### config.mk
export PLATFORM = sky130hd
export DESIGN_NAME = exe_stage_mc
export DESIGN_NICKNAME = d
export VERILOG_FILES = /design/src/rtl/exe_pkg.sv /design/src/rtl/exe_alu.sv /design/src/rtl/exe_muldiv_seq.sv /design/src/rtl/exe_stage_mc.sv
export SDC_FILE = /design/constraint.sdc
export NUM_CORES = 2
export LEC_CHECK = 0
export CAP_MARGIN = 20
export CORE_ASPECT_RATIO = 0.5
export CORE_MARGIN = 5
export CORE_UTILIZATION = 35
export CTS_BUF_LIST = sky130_fd_sc_hd__clkbuf_4 sky130_fd_sc_hd__clkbuf_8
export DETAILED_ROUTE_END_ITERATION = 8
export PLACE_DENSITY_LB_ADDON = 0.08
export SYNTH_ARGS = -nofsm -noshare
export SYNTH_HDL_FRONTEND = slang
export SYNTH_SLANG_ARGS = --single-unit
### constraint.sdc
create_clock -name CLK -period 7.4 [get_ports CLK]
set_clock_uncertainty 0.2 [all_clocks]
set_input_delay 1.11 -clock CLK [delete_from_list [all_inputs] [get_ports CLK]]
set_output_delay 1.11 -clock CLK [all_outputs]
set_load 0.005 [all_outputs]
### src/rtl/exe_pkg.sv
// Shared definitions for the multi-cycle execute stage: op codes, FSM states and sideband bundle.
package exe_pkg;

  localparam int unsigned XlenDefault = 32;

  localparam logic [5:0] OpSll   = 6'h00;
  localparam logic [5:0] OpSrl   = 6'h02;
  localparam logic [5:0] OpSra   = 6'h03;
  localparam logic [5:0] OpSllv  = 6'h04;
  localparam logic [5:0] OpSrlv  = 6'h06;
  localparam logic [5:0] OpSrav  = 6'h07;
  localparam logic [5:0] OpMfhi  = 6'h10;
  localparam logic [5:0] OpMthi  = 6'h11;
  localparam logic [5:0] OpMflo  = 6'h12;
  localparam logic [5:0] OpMtlo  = 6'h13;
  localparam logic [5:0] OpMult  = 6'h18;
  localparam logic [5:0] OpMultu = 6'h19;
  localparam logic [5:0] OpDiv   = 6'h1A;
  localparam logic [5:0] OpDivu  = 6'h1B;
  localparam logic [5:0] OpAdd   = 6'h20;
  localparam logic [5:0] OpAddu  = 6'h21;
  localparam logic [5:0] OpSub   = 6'h22;
  localparam logic [5:0] OpSubu  = 6'h23;
  localparam logic [5:0] OpAnd   = 6'h24;
  localparam logic [5:0] OpOr    = 6'h25;
  localparam logic [5:0] OpXor   = 6'h26;
  localparam logic [5:0] OpNor   = 6'h27;
  localparam logic [5:0] OpSlt   = 6'h2A;
  localparam logic [5:0] OpSltu  = 6'h2B;

  typedef enum logic [1:0] {StIdle, StMul, StDiv} exe_state_e;

  typedef struct packed {
    logic [31:0] instr;
    logic [31:0] pc;
    logic [4:0]  wreg;
    logic        reg_write;
    logic        mem_read;
    logic        mem_write;
    logic [5:0]  ctrl;
  } exe_side_t;

  function automatic logic is_muldiv(input logic [5:0] c);
    return c inside {OpMult, OpMultu, OpDiv, OpDivu};
  endfunction

endpackage

### src/rtl/exe_alu.sv
// Single-cycle integer ALU for the simple (non HI/LO) operations.
module exe_alu
  import exe_pkg::*;
#(
  parameter int unsigned XLEN = XlenDefault
) (
  input  logic [XLEN-1:0] a,
  input  logic [XLEN-1:0] b,
  input  logic [4:0]      shamt,
  input  logic [5:0]      ctrl,
  output logic [XLEN-1:0] result
);

  always_comb begin
    result = '0;
    case (ctrl)
      OpAdd, OpAddu: result = a + b;
      OpSub, OpSubu: result = a - b;
      OpAnd:         result = a & b;
      OpOr:          result = a | b;
      OpXor:         result = a ^ b;
      OpNor:         result = ~(a | b);
      OpSlt:         result = {{(XLEN-1){1'b0}}, ($signed(a) < $signed(b))};
      OpSltu:        result = {{(XLEN-1){1'b0}}, (a < b)};
      OpSll:         result = b << shamt;
      OpSrl:         result = b >> shamt;
      OpSra:         result = $unsigned($signed(b) >>> shamt);
      OpSllv:        result = b << a[4:0];
      OpSrlv:        result = b >> a[4:0];
      OpSrav:        result = $unsigned($signed(b) >>> a[4:0]);
      default:       result = '0;
    endcase
  end

endmodule

### src/rtl/exe_muldiv_seq.sv
// Iterative multiply (shift-add) / divide (restoring), one bit per cycle over XLEN cycles.
module exe_muldiv_seq
  import exe_pkg::*;
#(
  parameter int unsigned XLEN = XlenDefault
) (
  input  logic            clk,
  input  logic            reset,
  input  logic            kill,
  input  logic            start,
  input  logic [1:0]      op,      // [1] divide, [0] unsigned
  input  logic [XLEN-1:0] a,
  input  logic [XLEN-1:0] b,
  output logic            busy,
  output logic            done,
  output logic [XLEN-1:0] hi,
  output logic [XLEN-1:0] lo
);

  localparam int unsigned CW = $clog2(XLEN) + 1;

  logic              busy_q;
  logic [CW-1:0]     cnt_q;
  logic [2*XLEN-1:0] acc_q, acc_d;
  logic [XLEN-1:0]   dvs_q, dvd_q;
  logic              is_div_q, neg_q, rneg_q, dz_q;
  logic              a_neg, b_neg;
  logic [XLEN-1:0]   a_mag, b_mag;
  logic [XLEN:0]     sum, trial;

  assign a_neg = ~op[0] & a[XLEN-1];
  assign b_neg = ~op[0] & b[XLEN-1];
  assign a_mag = a_neg ? -a : a;
  assign b_mag = b_neg ? -b : b;

  assign busy = busy_q;
  assign done = busy_q && (cnt_q == CW'(XLEN - 1));

  // acc holds {partial product, multiplier} or {remainder, dividend/quotient}
  always_comb begin
    sum   = {1'b0, acc_q[2*XLEN-1:XLEN]} + {1'b0, (acc_q[0] ? dvs_q : '0)};
    trial = {acc_q[2*XLEN-1:XLEN], acc_q[XLEN-1]} - {1'b0, dvs_q};
    if (!is_div_q) begin
      acc_d = {sum, acc_q[XLEN-1:1]};
    end else if (!trial[XLEN]) begin
      acc_d = {trial[XLEN-1:0], acc_q[XLEN-2:0], 1'b1};
    end else begin
      acc_d = {acc_q[2*XLEN-2:0], 1'b0};
    end
  end

  always_comb begin
    hi = acc_d[2*XLEN-1:XLEN];
    lo = acc_d[XLEN-1:0];
    if (!is_div_q) begin
      if (neg_q) {hi, lo} = -acc_d;
    end else if (dz_q) begin
      hi = dvd_q;
      lo = '1;
    end else begin
      if (neg_q)  lo = -acc_d[XLEN-1:0];
      if (rneg_q) hi = -acc_d[2*XLEN-1:XLEN];
    end
  end

  always_ff @(posedge clk) begin
    if (reset) begin
      busy_q   <= 1'b0;
      cnt_q    <= '0;
      acc_q    <= '0;
      dvs_q    <= '0;
      dvd_q    <= '0;
      is_div_q <= 1'b0;
      neg_q    <= 1'b0;
      rneg_q   <= 1'b0;
      dz_q     <= 1'b0;
    end else if (kill || done) begin
      busy_q <= 1'b0;
      cnt_q  <= '0;
    end else if (busy_q) begin
      acc_q <= acc_d;
      cnt_q <= cnt_q + 1'b1;
    end else if (start) begin
      busy_q   <= 1'b1;
      cnt_q    <= '0;
      is_div_q <= op[1];
      neg_q    <= a_neg ^ b_neg;
      rneg_q   <= a_neg;
      dz_q     <= (b == '0);
      dvd_q    <= a;
      if (op[1]) begin
        acc_q <= {{XLEN{1'b0}}, a_mag};
        dvs_q <= b_mag;
      end else begin
        acc_q <= {{XLEN{1'b0}}, b_mag};
        dvs_q <= a_mag;
      end
    end
  end

endmodule

### src/rtl/exe_stage_mc.sv
// Execute stage: forwarding mux, single-cycle ALU, iterative MUL/DIV owning HI/LO, and a
// valid/ready output register toward MEM.
module exe_stage_mc
  import exe_pkg::*;
#(
  parameter int unsigned XLEN    = XlenDefault,
  parameter int unsigned FWD_SRC = 2,
  localparam int unsigned SW     = $clog2(FWD_SRC + 1)
) (
  input  logic                    CLK,
  input  logic                    RESET,
  input  logic                    Flush,
  input  logic                    In_Valid,
  output logic                    In_Ready,
  input  logic [31:0]             Instr_IN,
  input  logic [31:0]             Instr_PC_IN,
  input  logic [XLEN-1:0]         OperandA_IN,
  input  logic [XLEN-1:0]         OperandB_IN,
  input  logic [XLEN-1:0]         MemWriteData_IN,
  input  logic [SW-1:0]           RegA_Select,
  input  logic [SW-1:0]           RegB_Select,
  input  logic [FWD_SRC*XLEN-1:0] Fwd_Data,
  input  logic [5:0]              ALU_Control_IN,
  input  logic [4:0]              ShiftAmount_IN,
  input  logic [4:0]              WriteRegister_IN,
  input  logic                    RegWrite_IN,
  input  logic                    MemRead_IN,
  input  logic                    MemWrite_IN,
  output logic                    Out_Valid,
  input  logic                    Out_Ready,
  output logic [31:0]             Instr_OUT,
  output logic [31:0]             Instr_PC_OUT,
  output logic [XLEN-1:0]         ALU_result_OUT,
  output logic [XLEN-1:0]         MemWriteData_OUT,
  output logic [4:0]              WriteRegister_OUT,
  output logic                    RegWrite_OUT,
  output logic                    MemRead_OUT,
  output logic                    MemWrite_OUT,
  output logic [5:0]              ALU_Control_OUT,
  output logic [XLEN-1:0]         HI_OUT,
  output logic [XLEN-1:0]         LO_OUT,
  output logic                    Busy
);

  exe_state_e      state_q, state_d;
  exe_side_t       side_in, side_q, out_side_q;
  logic [XLEN-1:0] op_a, op_b, alu_res, simple_res;
  logic [XLEN-1:0] hi_q, lo_q, md_hi, md_lo, mwd_q;
  logic            accept, is_md, md_done, md_busy;

  always_comb begin
    op_a = OperandA_IN;
    op_b = OperandB_IN;
    for (int unsigned k = 1; k <= FWD_SRC; k++) begin
      if (RegA_Select == SW'(k)) op_a = Fwd_Data[(k-1)*XLEN +: XLEN];
      if (RegB_Select == SW'(k)) op_b = Fwd_Data[(k-1)*XLEN +: XLEN];
    end
  end

  assign In_Ready = (state_q == StIdle) && (!Out_Valid || Out_Ready) && !Flush;
  assign accept   = In_Valid && In_Ready;
  assign is_md    = is_muldiv(ALU_Control_IN);
  assign Busy     = (state_q != StIdle);

  assign side_in = '{instr: Instr_IN, pc: Instr_PC_IN, wreg: WriteRegister_IN,
                     reg_write: RegWrite_IN, mem_read: MemRead_IN, mem_write: MemWrite_IN,
                     ctrl: ALU_Control_IN};

  exe_alu #(.XLEN(XLEN)) u_alu (
    .a      (op_a),
    .b      (op_b),
    .shamt  (ShiftAmount_IN),
    .ctrl   (ALU_Control_IN),
    .result (alu_res)
  );

  exe_muldiv_seq #(.XLEN(XLEN)) u_muldiv (
    .clk   (CLK),
    .reset (RESET),
    .kill  (Flush),
    .start (accept && is_md),
    .op    (ALU_Control_IN[1:0]),
    .a     (op_a),
    .b     (op_b),
    .busy  (md_busy),
    .done  (md_done),
    .hi    (md_hi),
    .lo    (md_lo)
  );

  always_comb begin
    state_d = state_q;
    unique case (state_q)
      StIdle:       if (accept && is_md) state_d = ALU_Control_IN[1] ? StDiv : StMul;
      StMul, StDiv: if (md_done) state_d = StIdle;
      default:      state_d = StIdle;
    endcase
    if (Flush) state_d = StIdle;
  end

  always_ff @(posedge CLK) begin
    if (RESET) state_q <= StIdle;
    else       state_q <= state_d;
  end

  always_comb begin
    simple_res = alu_res;
    case (ALU_Control_IN)
      OpMfhi:         simple_res = hi_q;
      OpMflo:         simple_res = lo_q;
      OpMthi, OpMtlo: simple_res = op_a;
      default:        simple_res = alu_res;
    endcase
  end

  always_ff @(posedge CLK) begin
    if (RESET) begin
      Out_Valid        <= 1'b0;
      ALU_result_OUT   <= '0;
      MemWriteData_OUT <= '0;
      out_side_q       <= '0;
      side_q           <= '0;
      mwd_q            <= '0;
      hi_q             <= '0;
      lo_q             <= '0;
    end else if (Flush) begin
      Out_Valid <= 1'b0;
    end else if (md_done) begin
      hi_q             <= md_hi;
      lo_q             <= md_lo;
      Out_Valid        <= 1'b1;
      ALU_result_OUT   <= md_lo;
      MemWriteData_OUT <= mwd_q;
      out_side_q       <= side_q;
    end else if (accept) begin
      if (is_md) begin
        // Previous result was consumed this cycle; hold sideband until completion.
        Out_Valid <= 1'b0;
        side_q    <= side_in;
        mwd_q     <= MemWriteData_IN;
      end else begin
        Out_Valid        <= 1'b1;
        ALU_result_OUT   <= simple_res;
        MemWriteData_OUT <= MemWriteData_IN;
        out_side_q       <= side_in;
        if (ALU_Control_IN == OpMthi) hi_q <= op_a;
        if (ALU_Control_IN == OpMtlo) lo_q <= op_a;
      end
    end else if (Out_Ready) begin
      Out_Valid <= 1'b0;
    end
  end

  assign Instr_OUT         = out_side_q.instr;
  assign Instr_PC_OUT      = out_side_q.pc;
  assign WriteRegister_OUT = out_side_q.wreg;
  assign RegWrite_OUT      = out_side_q.reg_write;
  assign MemRead_OUT       = out_side_q.mem_read;
  assign MemWrite_OUT      = out_side_q.mem_write;
  assign ALU_Control_OUT   = out_side_q.ctrl;
  assign HI_OUT            = hi_q;
  assign LO_OUT            = lo_q;

  // Issue gating guarantees the output register is free whenever a multi-cycle op completes.
  assert property (@(posedge CLK) disable iff (RESET)
                   (md_done && !Flush) |-> (!Out_Valid || Out_Ready));
  assert property (@(posedge CLK) disable iff (RESET) md_busy == (state_q != StIdle));

endmodule

=== Word level (Yosys, flattened, before mapping) ===
Cells that the tools add are included.

* Output and inout bits: 209
* Logic and storage cells: 177
* Bits in registers: 458

* Bitwise operators: 12
* Shift-type cells: 6
* Reductions and logical operators: 32
* Eq/ne operators: 33
* Muxes and demuxes: 52
* Order comparisons: 2
* Add/sub/neg operators: 10

{| class="wikitable"
|+ Operators by type and width
! kind !! count
|-
| $mux 32 || 31
|-
| $pmux 32 s14 || 1
|-
| $mux 64 || 4
|-
| $mux 78 || 3
|-
| $neg 32->32 || 4
|-
| $pmux 32 s3 || 1
|-
| $lt 32x32->1 || 2
|-
| $neg 64->64 || 1
|-
| $shl 32x5->32 || 2
|-
| $shr 32x5->32 || 2
|-
| $sshr 32x5->32 || 2
|-
| $eq 6x6->1 const B || 10
|-
| $eq 6x5->1 const B || 9
|-
| $add 32x32->33 || 1
|-
| $sub 33x32->33 || 1
|-
| $add 32x32->32 || 1
|-
| $and 32x32->32 || 1
|-
| $logic_not 32->1 || 1
|-
| $not 32->32 || 1
|-
| $or 32x32->32 || 1
|-
| $sub 32x32->32 || 1
|-
| $xor 32x32->32 || 1
|-
| $eq 6x3->1 const B || 3
|-
| $eq 6x2->1 const B || 2
|-
| other kinds (23) || 61
|}

=== Logic depth before layout (Yosys ltp) ===
* Depth in word-level cells: 10
* Gate-level depth with buffers: 24
* Mapped depth without buffers: 21

=== By module ===
From an unflattened synthesis, not the netlist that was laid out.

* Cells, all modules: 6017
* Area total of the unflattened synthesis: 45177.1 sq um

{| class="wikitable"
|+ By module, submodules not included
! module !! cells an instance !! area each (sq um) !! seq. area each (sq um) !! instances
|-
| exe_stage_mc || 1998 || 17894.7 || 6386.1 || 1
|-
| exe_muldiv_seq || 2358 || 16150.5 || 2782.7 || 1
|-
| exe_alu || 1661 || 11131.9 || 0.0 || 1
|}

=== Worst setup path before layout ===
Ideal clock, no wire load.

* Kind: input -> register
* From: in RegB_Select[0]
* To: reg ALU_result_OUT[31]
* Stages on the path: 20
* Library setup time: 0.074 ns
* Buffers on the path: 5
* Data required time: 7.126 ns
* Setup slack: 1.307 ns
* Data arrival time: 5.819 ns
* Path through: buf_2 -> buf_1 -> buf_2 -> a211oi_1 -> a21oi_1 -> clkbuf_1 -> inv_1 -> ha_1 -> clkbuf_1 -> o21bai_1 -> a21oi_1 -> o21ba_2 -> a2111oi_0 -> o211ai_1 -> a311o_1 -> a311o_1 -> a2111oi_0 -> or3_1 -> nand3_1 -> a31oi_1

* Cells in the longest elaborated chain, start to end: 10

{| class="wikitable"
|+ Ends and longest elaborated chain
! element !! RTL line !! RTL
|-
| start, declared || exe_stage_mc.sv:21 || <nowiki>input logic [SW-1:0] RegB_Select,</nowiki>
|-
| $eq 2x1->1 || exe_stage_mc.sv:56 || <nowiki>if (RegB_Select == SW'(k)) op_b = Fwd_Data[(k-1)*XLEN +: XLEN];</nowiki>
|-
| $mux 32 || exe_stage_mc.sv:56 ||
|-
| $mux 32 * || exe_stage_mc.sv:56 ||
|-
| parallel branches: the longest is 2 deep, another holds $sub 32x32->32 || - ||
|-
| $pmux 32 s14 * || exe_alu.sv:16 || <nowiki>case (ctrl)</nowiki>
|-
| $pmux 32 s3 * || exe_stage_mc.sv:108 || <nowiki>case (ALU_Control_IN)</nowiki>
|-
| $mux 32 * || exe_stage_mc.sv:136 || <nowiki>if (is_md) begin</nowiki>
|-
| $mux 32 * || exe_stage_mc.sv:135 || <nowiki>end else if (accept) begin</nowiki>
|-
| $mux 32 * || exe_stage_mc.sv:128 || <nowiki>end else if (md_done) begin</nowiki>
|-
| end signal, assigned || exe_stage_mc.sv:132 || <nowiki>ALU_result_OUT <= md_lo;</nowiki>
|-
| end signal, assigned || exe_stage_mc.sv:143 || <nowiki>ALU_result_OUT <= simple_res;</nowiki>
|-
| end, declared || exe_stage_mc.sv:33 || <nowiki>output logic [XLEN-1:0] ALU_result_OUT,</nowiki>
|}

Mark *: on every way between the ends. The select of a mux whose other input is x is not followed.
A chain may end at the register's enable or synchronous reset.

=== Worst setup path in the final report ===
* From: reg u_muldiv.acc_q[31]
* To: reg ALU_result_OUT[24]

* Cells in the longest elaborated chain, start to end: 8

{| class="wikitable"
|+ Ends and longest elaborated chain
! element !! RTL line !! RTL
|-
| start, declared || exe_muldiv_seq.sv:24 || <nowiki>logic [2*XLEN-1:0] acc_q, acc_d;</nowiki>
|-
| start signal, assigned || exe_muldiv_seq.sv:92 || <nowiki>acc_q <= {{XLEN{1'b0}}, a_mag};</nowiki>
|-
| start signal, assigned || exe_muldiv_seq.sv:95 || <nowiki>acc_q <= {{XLEN{1'b0}}, b_mag};</nowiki>
|-
| $sub 33x32->33 * || exe_muldiv_seq.sv:42 || <nowiki>trial = {acc_q[2*XLEN-1:XLEN], acc_q[XLEN-1]} - {1'b0, dvs_q};</nowiki>
|-
| $mux 64 * || exe_muldiv_seq.sv:45 || <nowiki>end else if (!trial[XLEN]) begin</nowiki>
|-
| $mux 64 * || exe_muldiv_seq.sv:43 || <nowiki>if (!is_div_q) begin</nowiki>
|-
| $neg 32->32 || exe_muldiv_seq.sv:61 || <nowiki>if (neg_q) lo = -acc_d[XLEN-1:0];</nowiki>
|-
| $mux 32 || exe_muldiv_seq.sv:61 ||
|-
| $mux 32 || exe_muldiv_seq.sv:57 || <nowiki>end else if (dz_q) begin</nowiki>
|-
| $mux 32 * || exe_muldiv_seq.sv:55 || <nowiki>if (!is_div_q) begin</nowiki>
|-
| $mux 32 * || exe_stage_mc.sv:128 ||
|}

Mark *: on every way between the ends. The rest lies on a longest branch, timed or not.

==> metrics.txt <==
final hold vios=0; Critical Path End Type=flip-flop; peak supply drop=0.0001176 V; TritonCTS buffer count=82; Syn Inst Count=5629; worst r2r src=u_muldiv.acc_q[31]; Post-CTS Setup Bufs=0; Fillers=11993; max-slew violations=0; Setup CP Type=flip-flop to flip-flop; largest net degree at the start of global routing=185; Initial Util=0.3510; Initial DRC Count=5744; vias per std cell=6.157; TritonCTS clock tree=done; Layout Cells excl Fill=7535; nets=6352; # clock sinks=458; Critical Path RT=7800 ps; slew at the pin closest to its max-slew limit=1198 ps; layout cell share with drive strength beyond 1=0.08941; Die Footprint=122400 µm²; startpoint types=flip-flop; Tmin final=6417 ps; total global routing overflow=0; Worst Hold Path EP=mwd_q[7]; reg2reg end=ALU_result_OUT[24]; Hold Crit Class=flip-flop to flip-flop; # rows=88; global-route wire length before repair=313200 µm; Most used DFF post-synth=dfxtp_1; Yosys reg bits=458; EDFF count, synth=0; io pins=461; setup ws final=982.7 ps; hold path depth=2; Total GRT Usage=0.3452; Reg area=9175 µm²; syn_nets=6047; Synth Warn #=0; # H-tree levels=3; total routed wirelength=222700 µm; sequential cell area fraction in the yosys report=0.2277; initial antenna violation count=19; setup slack, reg-to-reg=980 ps; post-synth cell types=108; multi-input logic area=28890 µm²; R2R depth=19; final cycle utilization of the critical path=0.8672; Lkg Pwr=18.61 nW; Critical Path AT=6820 ps; post-synthesis async set-or-reset flop share=0; Slew Limit Headroom=0.1805; hold wc startpoint=mwd_q[7]; Die X-Extent=489.7 µm; PortBufs=460; worst-path fanout max=6; hpwl dp=170200 µm; CP Launch Point=u_muldiv.acc_q[31]; core area=114700 µm²; syn_area_per_cell=7.154 µm²; routed len/inst=29.55 µm; fmax=0.1558 GHz; Layout Area Growth over Synthesis=20.87%; vias in the first global route=42578; Clock Root Buffer=clkbuf_8; Fin Setup TNS=0 ps; Placed Cells=7378; max-cap violations=0; vias=46390; clock transition at the registers of the reported paths=70 ps; Die Y=249.9 µm; clk_lat worst skew=760 ps; Clock Path Buffers=3; Post-DRT Antenna Nets=0; unrepaired setup endpoints after global routing=no; setup slack at placement=465.9 ps; DRC violations left=0; DRT Pass-1 Iters=6; Post-CTS Hold Buffers=0; placer congestion estimate=1.070; cts repair resizes=0; Final setup viols=0; Mapped Area=40270 µm²; P per Cell Area=162.5 nW/µm²; status=finished, final reports clean
sequential cells by signal (all words and copies together), names as in the netlist, 32 cells and up:
signal / cells
MemWriteData_OUT: 32
LO_OUT: 32
HI_OUT: 32
side_q: 78
ALU_result_OUT: 32
u_muldiv.dvd_q: 32
Instr_PC_OUT: 32
mwd_q: 32
Instr_OUT: 32
u_muldiv.dvs_q: 32
u_muldiv.acc_q: 64
layer usage:
metal / wire length [µm] / part of all wire / vias up / global-route usage
met2: 93450 / 0.42 / 2318 / 0.5122
met3: 20150 / 0.090 / 442 / 0.06845
met1: 97600 / 0.44 / 22660 / 0.4820
li1: - / - / 20956 / -
met4: 11390 / 0.051 / 14 / 0.1527
met5: 90 / 0.00040 / - / 0
per-stage QoR:
stage	hold slack [ps]	area (µm²)	power, mW	util
detailed placement	246.5	46880	5.200	0.4086
global placement	241.2	46790	5.205	0.4078
global route	268.5	48660	8.192	0.4241
finish	252.9	48670	7.910	0.4243
CTS	253.9	48630	7.856	0.4239
floorplan	235.7	40270	4.059	-
synthesized netlist by cell type, drive strengths merged (42+ instances only):
library cell	n	area [µm²]
a211oi	101	780.8
a21o	59	442.9
a21oi	545	2735
a22oi	42	315.3
a311oi	127	1112
a31oi	62	387.9
and2	56	350.3
buf	100	469.2
clkbuf	350	1316
dfxtp	458	9169
ha	162	2027
inv	158	593.1
mux2	54	611.8
mux2i	358	3583
nand2	923	3465
nand3	95	475.5
nor2	573	2151
nor3	131	655.6
o211ai	111	833.3
o21ai	261	1306
o221ai	44	385.4
o31ai	43	346.6
xnor2	176	1541
xor2	57	499.2
critical path: stages, from the launching register on:
cell and delay, ps:
dfxtp_1 440, inv_1 70, ha_1 190, inv_1 70
fa_1 240, a211oi_1 100, o21ai_1 560, o21ai_1 300
a21oi_2 360, a2111oi_4 140, a21oi_1 920, ha_1 370
nand2_1 220, or3_1 420, o21ai_0 220, xnor2_1 140
a21oi_1 310, or4_1 740, a21oi_1 170, nor4_1 60
layout make-up:
type                    instances  share of cell area
clock inverters                25            0.004781
clock buffers                 120             0.03136
inverters                     168             0.01296
repair buffers                671              0.1290
well taps                    1530             0.03933
flip-flops and latches        458              0.1885
diodes                         10           0.0005141
multi-input cells            4553              0.5935
logic make-up (layout without fill, tap and decap cells):
group	Yosys count	in the layout	synth area share
multiplexers	416	416	0.1064
other	0	10	0
XOR/XNOR	233	233	0.05068
AO/OA/AOI/OAI	1687	1687	0.2787
buffers and inverters	618	984	0.06000
flip-flops	458	458	0.2277
AND/OR/NAND/NOR	2051	2051	0.2242
adder cells (fa/ha/maj)	166	166	0.05232
power breakdown:
part | internal [mW] | switching (mW) | leakage (nW)
clock network | 1.41 | 1.24 | 0.936
logic | 0.948 | 1.76 | 14.0
registers | 2.51 | 0.0315 | 3.71
total | 4.87 | 3.04 | 18.6
how the worst max path moves through the flow:
stage	to	slack [ps]	cells after the start
after global routing	HI_OUT[22]	780	18
after detailed placement	ALU_result_OUT[31]	470	18
after floorplan	ALU_result_OUT[31]	1310	20
after global placement	ALU_result_OUT[22]	440	15
final	ALU_result_OUT[24]	980	19
after CTS	ALU_result_OUT[24]	1070	19
cells in the final DEF, fill, tap and decap left out, drive strengths merged, types with 21 or more instances in the layout:
cell type	n
a211oi	101
a21o	59
a21oi	545
a221oi	36
a22oi	42
a311oi	127
a31oi	62
and2	56
and3	24
buf	214
clkbuf	122
clkdlybuf4s50	455
clkinv	25
dfxtp	458
ha	162
inv	164
mux2	54
mux2i	358
nand2	923
nand2b	29
nand3	95
nand4	29
nor2	573
nor2b	30
nor3	131
nor4	22
o211ai	111
o21a	30
o21ai	261
o221ai	44
o22ai	28
o31ai	43
or2	23
or3	32
or3b	21
xnor2	176
xor2	57
No activity file was read; power rests on OpenSTA's default activity.
